===== src/rtl/reg_file_if.sv =====
// Bus bundle between the decoder/RoB side and the architectural register file:
// rename/commit requests, two source lookups and the RoB value-lookup loop.
interface reg_file_if #(
  parameter int ROB_SIZE_WIDTH = 3
);
  logic                      rdy;
  logic                      clear;
  logic [4:0]                issue_rd;
  logic [ROB_SIZE_WIDTH-1:0] issue_rob_id;
  logic [4:0]                commit_rd;
  logic [ROB_SIZE_WIDTH-1:0] commit_rob_id;
  logic [31:0]               commit_value;
  logic [4:0]                rs1;
  logic [4:0]                rs2;
  logic [ROB_SIZE_WIDTH-1:0] get_rob_id1;
  logic [ROB_SIZE_WIDTH-1:0] get_rob_id2;
  logic [31:0]               get_value1;
  logic [31:0]               get_value2;
  logic                      get_ready1;
  logic                      get_ready2;
  logic [31:0]               val1;
  logic [31:0]               val2;
  logic                      dep1;
  logic                      dep2;
  logic [ROB_SIZE_WIDTH-1:0] tag1;
  logic [ROB_SIZE_WIDTH-1:0] tag2;

  modport master (
    output rdy, clear, issue_rd, issue_rob_id, commit_rd, commit_rob_id, commit_value,
    output rs1, rs2, get_value1, get_value2, get_ready1, get_ready2,
    input  get_rob_id1, get_rob_id2, val1, val2, dep1, dep2, tag1, tag2
  );

  modport slave (
    input  rdy, clear, issue_rd, issue_rob_id, commit_rd, commit_rob_id, commit_value,
    input  rs1, rs2, get_value1, get_value2, get_ready1, get_ready2,
    output get_rob_id1, get_rob_id2, val1, val2, dep1, dep2, tag1, tag2
  );
endinterface


===== src/rtl/reg_file.sv =====
// Architectural register file with per-register busy bit and RoB rename tag.
// Define REG_FILE_COMMIT_BYPASS_EN to forward a same-cycle commit into lookups.
module reg_file #(
  parameter int ROB_SIZE_WIDTH = 3
) (
  input logic       clk,
  input logic       rst,
  reg_file_if.slave bus
);

  typedef logic [ROB_SIZE_WIDTH-1:0] tag_t;

  typedef struct packed {
    logic [31:0] val;
    logic        dep;
    tag_t        tag;
  } lookup_t;

  logic [31:0] regs_q [32];
  logic [31:0] regs_d [32];
  logic [31:0] busy_q;
  logic [31:0] busy_d;
  tag_t        tag_q  [32];
  tag_t        tag_d  [32];

  logic        byp1;
  logic        byp2;
  lookup_t     lk1;
  lookup_t     lk2;

  // Priority: x0, committed value, commit bypass, RoB-ready value, else pending tag.
  function automatic lookup_t resolve(
    input logic [4:0]  rs,
    input logic        busy,
    input tag_t        tg,
    input logic [31:0] reg_val,
    input logic        bypass,
    input logic [31:0] byp_val,
    input logic        ready,
    input logic [31:0] rob_val
  );
    lookup_t r;
    r = '0;
    if (rs == 5'd0) begin
      r = '0;
    end else if (!busy) begin
      r.val = reg_val;
    end else if (bypass) begin
      r.val = byp_val;
    end else if (ready) begin
      r.val = rob_val;
    end else begin
      r.dep = 1'b1;
      r.tag = tg;
    end
    return r;
  endfunction

`ifdef REG_FILE_COMMIT_BYPASS_EN
  assign byp1 = (bus.commit_rd != 5'd0) && (bus.commit_rd == bus.rs1) &&
                (bus.commit_rob_id == tag_q[bus.rs1]);
  assign byp2 = (bus.commit_rd != 5'd0) && (bus.commit_rd == bus.rs2) &&
                (bus.commit_rob_id == tag_q[bus.rs2]);
`else
  assign byp1 = 1'b0;
  assign byp2 = 1'b0;
`endif

  always_comb begin
    lk1 = resolve(bus.rs1, busy_q[bus.rs1], tag_q[bus.rs1], regs_q[bus.rs1],
                  byp1, bus.commit_value, bus.get_ready1, bus.get_value1);
    lk2 = resolve(bus.rs2, busy_q[bus.rs2], tag_q[bus.rs2], regs_q[bus.rs2],
                  byp2, bus.commit_value, bus.get_ready2, bus.get_value2);
  end

  assign bus.val1        = lk1.val;
  assign bus.dep1        = lk1.dep;
  assign bus.tag1        = lk1.tag;
  assign bus.val2        = lk2.val;
  assign bus.dep2        = lk2.dep;
  assign bus.tag2        = lk2.tag;
  assign bus.get_rob_id1 = tag_q[bus.rs1];
  assign bus.get_rob_id2 = tag_q[bus.rs2];

  // Issue is applied after commit so a same-register rename keeps busy set.
  always_comb begin
    regs_d = regs_q;
    busy_d = busy_q;
    tag_d  = tag_q;
    if (bus.rdy) begin
      if (bus.commit_rd != 5'd0) begin
        regs_d[bus.commit_rd] = bus.commit_value;
        if (busy_q[bus.commit_rd] && (tag_q[bus.commit_rd] == bus.commit_rob_id)) begin
          busy_d[bus.commit_rd] = 1'b0;
        end
      end
      if (bus.clear) begin
        busy_d = '0;
        for (int i = 0; i < 32; i++) begin
          tag_d[i] = '0;
        end
      end else if (bus.issue_rd != 5'd0) begin
        busy_d[bus.issue_rd] = 1'b1;
        tag_d[bus.issue_rd]  = bus.issue_rob_id;
      end
    end
  end

  always_ff @(posedge clk or posedge rst) begin
    if (rst) begin
      busy_q <= '0;
      for (int i = 0; i < 32; i++) begin
        regs_q[i] <= '0;
        tag_q[i]  <= '0;
      end
    end else begin
      busy_q <= busy_d;
      for (int i = 0; i < 32; i++) begin
        regs_q[i] <= regs_d[i];
        tag_q[i]  <= tag_d[i];
      end
    end
  end

endmodule


===== src/flat_wrapper.sv =====
// flat-port wrapper written by rule: the top's interface ports become plain ports
module reg_file_flat 
#(
  parameter int ROB_SIZE_WIDTH = 3
)
  (clk, rst, bus_rdy, bus_clear, bus_issue_rd, bus_issue_rob_id, bus_commit_rd, bus_commit_rob_id, bus_commit_value, bus_rs1, bus_rs2, bus_get_value1, bus_get_value2, bus_get_ready1, bus_get_ready2, bus_get_rob_id1, bus_get_rob_id2, bus_val1, bus_val2, bus_dep1, bus_dep2, bus_tag1, bus_tag2);
  reg_file_if #(.ROB_SIZE_WIDTH(ROB_SIZE_WIDTH)) bus_i ();
  input logic clk;
  input logic rst;
  input wire logic [$bits(bus_i.rdy)-1:0] bus_rdy;
  input wire logic [$bits(bus_i.clear)-1:0] bus_clear;
  input wire logic [$bits(bus_i.issue_rd)-1:0] bus_issue_rd;
  input wire logic [$bits(bus_i.issue_rob_id)-1:0] bus_issue_rob_id;
  input wire logic [$bits(bus_i.commit_rd)-1:0] bus_commit_rd;
  input wire logic [$bits(bus_i.commit_rob_id)-1:0] bus_commit_rob_id;
  input wire logic [$bits(bus_i.commit_value)-1:0] bus_commit_value;
  input wire logic [$bits(bus_i.rs1)-1:0] bus_rs1;
  input wire logic [$bits(bus_i.rs2)-1:0] bus_rs2;
  input wire logic [$bits(bus_i.get_value1)-1:0] bus_get_value1;
  input wire logic [$bits(bus_i.get_value2)-1:0] bus_get_value2;
  input wire logic [$bits(bus_i.get_ready1)-1:0] bus_get_ready1;
  input wire logic [$bits(bus_i.get_ready2)-1:0] bus_get_ready2;
  output wire logic [$bits(bus_i.get_rob_id1)-1:0] bus_get_rob_id1;
  output wire logic [$bits(bus_i.get_rob_id2)-1:0] bus_get_rob_id2;
  output wire logic [$bits(bus_i.val1)-1:0] bus_val1;
  output wire logic [$bits(bus_i.val2)-1:0] bus_val2;
  output wire logic [$bits(bus_i.dep1)-1:0] bus_dep1;
  output wire logic [$bits(bus_i.dep2)-1:0] bus_dep2;
  output wire logic [$bits(bus_i.tag1)-1:0] bus_tag1;
  output wire logic [$bits(bus_i.tag2)-1:0] bus_tag2;
  assign bus_i.rdy = bus_rdy;
  assign bus_i.clear = bus_clear;
  assign bus_i.issue_rd = bus_issue_rd;
  assign bus_i.issue_rob_id = bus_issue_rob_id;
  assign bus_i.commit_rd = bus_commit_rd;
  assign bus_i.commit_rob_id = bus_commit_rob_id;
  assign bus_i.commit_value = bus_commit_value;
  assign bus_i.rs1 = bus_rs1;
  assign bus_i.rs2 = bus_rs2;
  assign bus_i.get_value1 = bus_get_value1;
  assign bus_i.get_value2 = bus_get_value2;
  assign bus_i.get_ready1 = bus_get_ready1;
  assign bus_i.get_ready2 = bus_get_ready2;
  assign bus_get_rob_id1 = bus_i.get_rob_id1;
  assign bus_get_rob_id2 = bus_i.get_rob_id2;
  assign bus_val1 = bus_i.val1;
  assign bus_val2 = bus_i.val2;
  assign bus_dep1 = bus_i.dep1;
  assign bus_dep2 = bus_i.dep2;
  assign bus_tag1 = bus_i.tag1;
  assign bus_tag2 = bus_i.tag2;
  reg_file #(.ROB_SIZE_WIDTH(ROB_SIZE_WIDTH)) u_core (.clk(clk), .rst(rst), .bus(bus_i));
endmodule

===== config.mk =====
export PLATFORM = sky130hd
export DESIGN_NAME = reg_file_flat
export DESIGN_NICKNAME = d
export VERILOG_FILES = /design/src/rtl/reg_file_if.sv /design/src/rtl/reg_file.sv /design/src/flat_wrapper.sv
export SDC_FILE = /design/constraint.sdc
export NUM_CORES = 2
export LEC_CHECK = 0
export ABC_AREA = 1
export CORE_ASPECT_RATIO = 0.7
export CORE_UTILIZATION = 50
export DETAILED_ROUTE_END_ITERATION = 10
export GPL_ROUTABILITY_DRIVEN = 0
export PLACE_DENSITY = 0.72
export SLEW_MARGIN = 20
export SYNTH_ARGS = -nofsm -noshare
export SYNTH_HDL_FRONTEND = slang
export SYNTH_SLANG_ARGS = --single-unit

===== constraint.sdc =====
create_clock -name clk -period 129.2 [get_ports clk]
set_input_delay 25.84 -clock clk [delete_from_list [all_inputs] [get_ports clk]]
set_output_delay 25.84 -clock clk [all_outputs]
set_load 0.005 [all_outputs]

==> flow_metrics.py <==
metrics = {
    "run_status": {
        "outcome": "finished, violations left",
        "violations": "DRC",
    },
    "global_route": {
        "antenna_found_initial": 16,
        "grt_usage_pct": 38.8,
        "grt_max_degree": 270,
        "grt_pass1_wl_mm": 385,
        "grt_overflow": 0,
        "grt_pass1_vias": 60095,
    },
    "clocking": {
        "clk_latency_ps": 770,
        "cts_tree": "done",
        "cts.sinks": 1152,
        "cts_setup_buffers": 0,
        "cts.clk_slew.worst_paths_ps": 60,
        "cts_resized": 0,
        "cts.htree.levels": 3,
        "numCtsBuffers": 113,
        "cts.path.max_buffers": 3,
        "clockRootBuffer": "clkbuf_16",
        "hold_buffers": 0,
    },
    "drt": {
        "num_vias": 66574,
        "drc_errors": 2,
        "finalWirelength_mm": 258,
        "drt-initial-drc-count": 12243,
        "avgViaCountPerCell": 6.42,
        "wl_per_cell_um": 24.9,
        "wl_met2_mm": 105,
        "route.met3.wl_mm": 38.5,
        "drtPass1Iterations": 11,
        "wl_met1_mm": 98.0,
        "ant_nets": 0,
        "topRoutingLayerUsed": "met5",
    },
    "worst_setup_path": {
        "crit_type": "in2out",
        "cp-start-kind": "input port",
        "crit_path_end_kind": "primary output",
        "critPathArrivalTime_ps": 31320,
        "cp_max_fo": 261,
        "cp.required_ps": 103360,
    },
    "min_path": {
        "hold_class": "reg2reg",
    },
    "floorplan": {
        "core_area_mm2": 0.127,
        "rows": 109,
        "dieArea_mm2": 0.131,
        "pin_count": 206,
        "die_width_um": 432,
        "dieHeight_um": 303,
        "start_util_pct": 50.8,
    },
    "logic_synthesis": {
        "netlist_area_mm2": 0.0646,
        "syn_nets": 9119,
        "synth.distinct_cells": 32,
        "ys_ff_latch": 1152,
        "yosysSeqAreaShare_pct": 44.6,
        "yosys_warnings": 0,
        "syn_inst": 8991,
        "synth.avg_cell_area_um2": 7.19,
    },
    "timing": {
        "fin_setup_tns_ps": 0,
        "fin_skew_ps": 22.4,
        "tightest_slew_ps": 1250,
        "setup_viol": 0,
        "finalCritPeriodShare_pct": 44.2,
        "max_freq_mhz": 17.5,
        "final_max_slew_viol_count": 0,
        "hold_slack_ps": 383,
        "rsz0062_at_grt": "no",
        "fin_ws_ps": 72040,
        "maxSlewHeadroom_pct": 16.8,
        "fin_crit_ps": 57160,
        "hold_viol": 0,
    },
    "cells_and_area": {
        "nFillCells": 11872,
        "layout_commonest_cell": "o21ai_0",
        "drive_gt1_share_pct": 4.14,
        "nets": 8679,
        "area_delta_synth_final_pct": 8.69,
        "final_cell_mix": "2,206 x o21ai_0, 2,036 x nand2_1, 1,152 x dfrtp_1, 840 x a21oi_1, 575 x inv_1",
    },
    "power": {
        "switchingPower_uw": 324,
        "p_comb_share_pct": 19.6,
        "ir_worst_vdd_mv": 0.0118,
        "seq_power_share_pct": 45.8,
        "power.density_mw_per_mm2": 14.3,
        "internal-power_uw": 678,
        "swShare_pct": 32.4,
        "p_total_mw": 1.00,
        "leakagePower_nw": 31.1,
        "clock_power_share_pct": 34.5,
    },
    "placement": {
        "pre_cts_ws_ps": 72390,
        "hpwl_mm": 140,
        "numPortBuffers": 205,
    },
    "flow_run": {
        "drv_cap": 0,
    },
}
-- metal layers --
metal  vias to the layer above  GRT usage [%]
met1                     31052           52.0
met5                         -              0
met4                        22           21.7
met3                       974           12.9
met2                      5141           55.2
li1                      29385              -
-- synthesized netlist by cell type --
cell type,instances,area (um^2)
o221ai_1,28,245
o21ai_1,18,90.1
o31ai_1,18,135
or2_2,9,56.3
dfrtp_1,1152,28800
inv_1,580,2180
mux2i_1,10,100
a21oi_1,840,4200
a211oi_1,4,30.0
buf_1,70,263
o22ai_1,98,613
nor2_8,1,20.0
o2111ai_1,23,201
clkinv_1,6,22.5
nor3_2,7,70.1
nand2_1,2071,7770
a221oi_1,2,17.5
o211ai_1,218,1640
nor2_2,3,18.8
a31oi_1,17,106
nand4_1,5,31.3
inv_2,7,26.3
nor3_1,9,45.0
buf_6,2,22.5
nand3_1,468,2340
and3_1,3,18.8
clkbuf_1,572,2150
a32oi_1,1,8.76
nor2_1,344,1290
buf_4,17,128
o21ai_0,2206,11000
buf_2,182,911
-- registers in the layout, indices dropped and copies added (netlist names) --
| register | count |
|---|---|
| u_core.regs_q | 1024 |
| u_core.tag_q | 96 |
| u_core.busy_q | 32 |
-- power groups by stage --
stage	Combinational (mW)	Clock (mW)	Sequential, mW
final	0.197	0.346	0.459
after global routing	0.220	0.360	0.466
after CTS	0.191	0.346	0.457
after detailed placement	0.190	0	0.463
after global placement	0.184	0	0.461
after floorplan	0.133	0	0.455
-- cell families after synthesis --
logic type	share of synthesized area, %
buffers and inverters	8.82
flip-flops	44.6
multiplexers	0.155
AND/OR/NAND/NOR	18.1
AO/OA/AOI/OAI	28.4
-- area by class of cell --
cell class              count  area, um^2  area share (%)
multi-input cells        6403       30400            43.3
flip-flops and latches   1152       28800            41.0
clock buffers             166        3350            4.77
repair buffers            288        2760            3.93
inverters                 593        2260            3.21
well taps                1720        2150            3.06
clock inverters            39         459           0.654
diodes                      4        10.0          0.0143
-- critical path: stages --
cell and delay, ps:
buf_8 180, buf_12 710, buf_4 1020, buf_4 760, buf_4 710, o21ai_0 200
o211ai_1 210, nand3_1 140, o2111ai_1 120, nand3_1 240, a21oi_1 270, clkdlybuf4s50_1 550
-- stage by stage --
stage                     instance area [um^2]  utilization [%]  std cells
final                                    70200             55.2      10365
after global routing                     70200             55.2      10361
after CTS                                70200             55.2      10361
after detailed placement                 66400             52.2      10156
after global placement                   66400             52.2      10156
after floorplan                          64600                -       8991
-- final timing paths --
path / startpoint / endpoint / slack [ps] / depth (start not counted)
max: bus_rs1[0] / bus_val1[5] / 72040 / 12
min: u_core.regs_q[1020]$_DFFE_PP0P_ / u_core.regs_q[1020]$_DFFE_PP0P_ / 380 / 0
max reg2reg: u_core.tag_q[39]$_DFFE_PP0P_ / u_core.busy_q[13]$_DFFE_PP0P_ / 126410 / 16
min reg2reg: u_core.regs_q[1020]$_DFFE_PP0P_ / u_core.regs_q[1020]$_DFFE_PP0P_ / 380 / 0
max in group asynchronous: rst / u_core.regs_q[504]$_DFFE_PP0P_ / 99610 / 6
min in group asynchronous: rst / u_core.regs_q[194]$_DFFE_PP0P_ / 25720 / 2
No activity file was read; power rests on OpenSTA's default activity.
